--- config.mk ---
export PLATFORM = sky130hd
export DESIGN_NAME = load_unit
export DESIGN_NICKNAME = d
export VERILOG_FILES = /design/src/rtl/mips_pkg.sv /design/src/rtl/load_ext.sv /design/src/rtl/load_unit.sv
export SDC_FILE = /design/constraint.sdc
export NUM_CORES = 1
export LEC_CHECK = 0
export BUFFER_PORTS_ARGS = -buffer_cell sky130_fd_sc_hd__buf_2
export CAP_MARGIN = 10
export CORE_AREA = 2 2 109 133
export DETAILED_ROUTE_END_ITERATION = 8
export DIE_AREA = 0 0 111 135
export PLACE_DENSITY = 0.52
export SLEW_MARGIN = 0
export SYNTH_ARGS = -nofsm -noshare
export SYNTH_HDL_FRONTEND = slang
export SYNTH_SLANG_ARGS = --single-unit
--- constraint.sdc ---
create_clock -name clk -period 5.1 [get_ports clk]
set_clock_uncertainty 0.05 [all_clocks]
set_input_delay 0.255 -clock clk [delete_from_list [all_inputs] [get_ports clk]]
set_output_delay 0.255 -clock clk [all_outputs]
set_load 0.01 [all_outputs]
--- src/rtl/mips_pkg.sv ---
// rtl/mips_pkg.sv - shared opcodes, load-unit state encoding and load decode helpers
package mips_pkg;

  localparam logic [5:0] OP_LB  = 6'd32;
  localparam logic [5:0] OP_LH  = 6'd33;
  localparam logic [5:0] OP_LW  = 6'd35;
  localparam logic [5:0] OP_LBU = 6'd36;
  localparam logic [5:0] OP_LHU = 6'd37;
  localparam logic [5:0] OP_SB  = 6'd40;
  localparam logic [5:0] OP_SH  = 6'd41;
  localparam logic [5:0] OP_SW  = 6'd43;

  localparam logic [1:0] LU_IDLE = 2'd0;
  localparam logic [1:0] LU_BUSY = 2'd1;
  localparam logic [1:0] LU_DONE = 2'd2;

  // True for the five opcodes this unit serves; stores and everything else are ignored.
  function automatic logic is_load(input logic [5:0] op);
    return (op == OP_LB) || (op == OP_LH) || (op == OP_LW) ||
           (op == OP_LBU) || (op == OP_LHU);
  endfunction

  // Halfword loads need an even address, word loads a word-aligned one; bytes are always fine.
  function automatic logic is_misaligned(input logic [5:0] op, input logic [1:0] lo);
    logic bad;
    bad = 1'b0;
    if ((op == OP_LH) || (op == OP_LHU)) bad = lo[0];
    if (op == OP_LW)                     bad = (lo != 2'b00);
    return bad;
  endfunction

endpackage

--- src/rtl/load_ext.sv ---
// rtl/load_ext.sv - byte/half/word lane extraction with sign or zero extension
module load_ext
  import mips_pkg::*;
(
  input  logic [5:0]  op,
  input  logic [1:0]  lane,
  input  logic [31:0] word,
  output logic [31:0] data
);

  logic [7:0]  byte_sel;
  logic [15:0] half_sel;

  // Pick the addressed byte/half out of the word, then extend according to the opcode.
  always_comb begin
    byte_sel = word[7:0];
    case (lane)
      2'd0: byte_sel = word[7:0];
      2'd1: byte_sel = word[15:8];
      2'd2: byte_sel = word[23:16];
      2'd3: byte_sel = word[31:24];
      default: byte_sel = word[7:0];
    endcase
    half_sel = lane[1] ? word[31:16] : word[15:0];
    data = 32'd0;
    case (op)
      OP_LB:   data = {{24{byte_sel[7]}}, byte_sel};
      OP_LBU:  data = {24'd0, byte_sel};
      OP_LH:   data = {{16{half_sel[15]}}, half_sel};
      OP_LHU:  data = {16'd0, half_sel};
      OP_LW:   data = word;
      default: data = 32'd0;
    endcase
  end

endmodule

--- src/rtl/load_unit.sv ---
// rtl/load_unit.sv - MEM-stage load unit: word read over req/ack, pipeline stall, extended result
module load_unit
  import mips_pkg::*;
#(
  parameter logic [7:0] TIMEOUT = 8'd255
)
(
  input  logic        clk,
  input  logic        reset,
  input  logic        start,
  input  logic [5:0]  op,
  input  logic [31:0] addr,
  output logic        stall,
  output logic        mem_req,
  output logic [31:0] mem_addr,
  input  logic        mem_ack,
  input  logic [31:0] mem_rdata,
  output logic        ld_valid,
  output logic [31:0] ld_data,
  output logic        adel,
  output logic        bus_err
);

  logic [1:0]  state;
  logic [5:0]  op_q;
  logic [1:0]  lane_q;
  logic [7:0]  wait_cnt;
  logic [31:0] ext_data;
  logic        load_op;
  logic        misaligned;
  logic        accept;
  logic        timeout_hit;

  // Decode the incoming instruction; only an aligned load seen in IDLE starts a read.
  always_comb begin
    load_op     = is_load(op);
    misaligned  = is_misaligned(op, addr[1:0]);
    accept      = (state == LU_IDLE) && start && load_op && !misaligned;
    timeout_hit = (wait_cnt == (TIMEOUT - 8'd1));
  end

  // Stall must rise in the accepting cycle itself and vanish the moment reset is asserted.
  assign stall = reset && (accept || (state == LU_BUSY));

  load_ext u_ext (
    .op   (op_q),
    .lane (lane_q),
    .word (mem_rdata),
    .data (ext_data)
  );

  // Request FSM with timeout counter; all outputs except stall are registered here.
  always_ff @(posedge clk or negedge reset) begin
    if (!reset) begin
      state    <= LU_IDLE;
      op_q     <= 6'd0;
      lane_q   <= 2'd0;
      wait_cnt <= 8'd0;
      mem_req  <= 1'b0;
      mem_addr <= 32'd0;
      ld_valid <= 1'b0;
      ld_data  <= 32'd0;
      adel     <= 1'b0;
      bus_err  <= 1'b0;
    end else begin
      ld_valid <= 1'b0;
      adel     <= 1'b0;
      bus_err  <= 1'b0;
      case (state)
        LU_IDLE: begin
          if (accept) begin
            op_q     <= op;
            lane_q   <= addr[1:0];
            mem_addr <= {addr[31:2], 2'b00};
            mem_req  <= 1'b1;
            wait_cnt <= 8'd0;
            state    <= LU_BUSY;
          end else if (start && load_op && misaligned) begin
            adel <= 1'b1;
          end
        end
        LU_BUSY: begin
          // An ack arriving on the timeout cycle still completes the load.
          if (mem_ack) begin
            ld_data  <= ext_data;
            ld_valid <= 1'b1;
            mem_req  <= 1'b0;
            state    <= LU_DONE;
          end else if (timeout_hit) begin
            bus_err  <= 1'b1;
            mem_req  <= 1'b0;
            wait_cnt <= 8'd0;
            state    <= LU_IDLE;
          end else begin
            wait_cnt <= wait_cnt + 8'd1;
          end
        end
        LU_DONE: begin
          // The completed load is still sitting in MEM this cycle, so start is not re-examined.
          wait_cnt <= 8'd0;
          state    <= LU_IDLE;
        end
        default: state <= LU_IDLE;
      endcase
    end
  end

endmodule
==> flow_metrics.env <==
export IMPL_p_leak_nw=2.59
export IMPL_syn_cell_area_mm2=0.00404
export IMPL_grt_pass1_wl_um=18400
export IMPL_yosysWarnings=0
export IMPL_critPathKind="reg -> reg"
export IMPL_wirelength_um=11300
export IMPL_seq_area_mm2=0.00210
export IMPL_h_tree_depth=3
export IMPL_ys_async_sr_fraction_pct=100
export IMPL_synth_edf_count=0
export IMPL_core_area_mm2=0.0136
export IMPL_syn_inst=371
export IMPL_finalCritPeriodShare_pct=63.1
export IMPL_maxCapViolCount=0
export IMPL_multi_input_area_mm2=0.00181
export IMPL_grt_setup_unrepaired="no"
export IMPL_numPortBuffers=140
export IMPL_cp_required_ps=5290
export IMPL_setup_tns_final_ps=0
export IMPL_max_stage_delay_ps=990
export IMPL_die_area_mm2=0.0150
export IMPL_synth_seq_cells=84
export IMPL_crit_arrival_ps=3400
export IMPL_critPathBufInv=1
export IMPL_tightest_slew_ps=1010
export IMPL_worst_path_max_fanout=27
export IMPL_cts_tree="yes"
export IMPL_worstSetupPathDepth=5
export IMPL_path_cells="nand3b_1 -> clkinv_1 -> nand2_1 -> a22oi_1 -> a21o_1"
export IMPL_fmax_ghz=0.311
export IMPL_cts_sinks=84
export IMPL_cts_setup_buffers=0
export IMPL_antennaDiodeCount=0
export IMPL_numCtsBuffers=9
export IMPL_insertion_delay_ps=350
export IMPL_std_cell_rows=47
export IMPL_holdPathStages=2
export IMPL_cp_slowest_cell="clkinv_1"
export IMPL_initial_core_util_pct=29.8
export IMPL_grt_max_degree=54
export IMPL_root_buffer="clkbuf_16"
export IMPL_die_h_um=135
export IMPL_antenna_found_initial=0
export IMPL_yosysUniqueCellTypes=60
export IMPL_nNetsFinal=579
export IMPL_yosysSeqAreaShare_pct=52.0
export IMPL_cp_top_family="simple AND/OR/NAND/NOR gates"
export IMPL_io_pins=143
export IMPL_hold_viol=0
export IMPL_clkTransAtPathRegs_ps=60
export IMPL_post_drt_wl_per_cell_um=16.6
export IMPL_synth_area_per_cell_um2=10.9
export IMPL_final_cell_mix="buf_2, dfrtp_1, nand2_1"
export IMPL_n_fill_cell=1346
export IMPL_drive_gt1_share_pct=42.3
export IMPL_hp_class="in -> reg"
export IMPL_groute_usage_overall_pct=15.4
export IMPL_synth_ff_type="dfrtp_1"
export IMPL_grt_overflow=0
export IMPL_cellPowerDensity_mw_per_mm2=435
export IMPL_cts_repair_resized=0
export IMPL_final_common_cell="buf_2"
export IMPL_vias=3426
export IMPL_antenna_left=0
export IMPL_ir_worst_vdd_uv=195
export IMPL_fin_hold_ws_ps=81.8
export IMPL_die_w_um=111
export IMPL_final_setup_viol_count=0
export IMPL_dp_hpwl_um=8180
export IMPL_clock_path_buffers=2
export IMPL_grt_pass1_vias=3577
export IMPL_drcViolationCount=0
export IMPL_dr_pass1_iters=4
export IMPL_via_per_inst=5.05
export IMPL_place_congestion=0.824
export IMPL_final_max_slew_viol_count=0
export IMPL_slew_limit_headroom_pct=32.3
export IMPL_syn_to_final_growth_pct=28.8
export IMPL_status="completed"
export IMPL_ff2ff_path_depth=5
export IMPL_end_kind="flop"
export IMPL_drtIter0Drc=203
export IMPL_start_kind="flop"
export IMPL_period_minus_slack_ps=3220
==> flip-flops by register name, indices dropped and copies added, names as in the netlist <==
name      cells
lane_q        2
mem_req       1
adel          1
ld_data      32
bus_err       1
state         2
op_q          6
mem_addr     30
ld_valid      1
wait_cnt      8
==> stage by stage <==
stage          total power, mW  util (%)  area [µm²]  setup slack (ps)  cells
6_report                  2.27      38.3        5210              1880    679
5_1_grt                   2.40      38.3        5210              1560    679
4_1_cts                   2.30      38.3        5210              1940    679
3_5_place_dp              1.58      35.9        4880              1960    662
3_3_place_gp              1.56      35.9        4880              2030    662
2_1_floorplan             1.31         -        4050              3230    372
==> power breakdown <==
part	switching [mW]	total [mW]	internal, mW	leakage, nW
sequential	0.136	0.967	0.831	1.07
clock	0.278	0.705	0.427	0.155
combinational	0.302	0.595	0.293	1.36
==> kinds of logic after synthesis <==
family	synth area share (%)
compound gates	14.5
flops	52.0
simple gates	14.8
mux	14.5
buf+inv	3.47
other cells	0.0927
fa+ha+maj	0.619
==> repair_timing <==
item                                   CTS  global route
hold buffers                             1             0
endpoints found under the hold margin   31             0
setup endpoints to repair                0             0
==> cells in the mapped netlist, types with 2 or more instances <==
library cell | number | area [µm²]
nand3_1 | 11 | 55.1
inv_1 | 7 | 26.3
a32o_1 | 2 | 20.0
nor3_1 | 6 | 30.0
mux2_2 | 37 | 417
nor2_1 | 36 | 135
ha_1 | 2 | 25.0
o21ai_1 | 2 | 10.0
nor3b_1 | 2 | 15.0
o211ai_1 | 2 | 15.0
a21o_1 | 7 | 52.6
a221o_1 | 2 | 20.0
a221oi_1 | 6 | 52.6
mux4_2 | 4 | 90.1
nor2b_1 | 2 | 12.5
o221a_2 | 3 | 33.8
buf_4 | 2 | 15.0
o21ai_0 | 8 | 40.0
buf_2 | 10 | 50.1
mux2i_1 | 8 | 80.1
or3_1 | 2 | 12.5
nand2_1 | 38 | 143
a21oi_1 | 28 | 140
and2_1 | 3 | 18.8
a22oi_1 | 8 | 60.1
nand3b_1 | 2 | 15.0
a31oi_2 | 2 | 25.0
dfrtp_1 | 84 | 2100
a311o_1 | 2 | 20.0
clkbuf_1 | 12 | 45.0
nand2b_1 | 2 | 12.5
==> metal layers <==
layer  part of all wire, %  GRT usage, %  wire length [µm]
met1                    45          19.5              5060
met2                    47          25.1              5340
met3                   6.7          3.59               753
met4                   1.4          7.29               154
met5                     0             0                 0
==> path summary, 6_finish.rpt <==
kind / startpoint / endpoint / slack (ps)
max: state[1] / ld_data[11] / 1880
max reg2reg: state[1] / ld_data[11] / 1880
min in group asynchronous: reset / ld_data[4] / 330
min reg2reg: mem_addr[5] / mem_addr[5] / 450
max in group asynchronous: reset / mem_addr[4] / 3610
min: mem_rdata[13] / ld_data[13] / 80
==> area by class of cell <==
class	instances	area share [%]
Multi-Input combinational cell	256	34.8
Timing Repair Buffer	144	14.1
Inverter	8	0.577
Clock inverter	7	1.75
Sequential cell	84	40.4
Tap cell	171	4.11
Clock buffer	9	4.32
(Power assumes the default switching activity.)
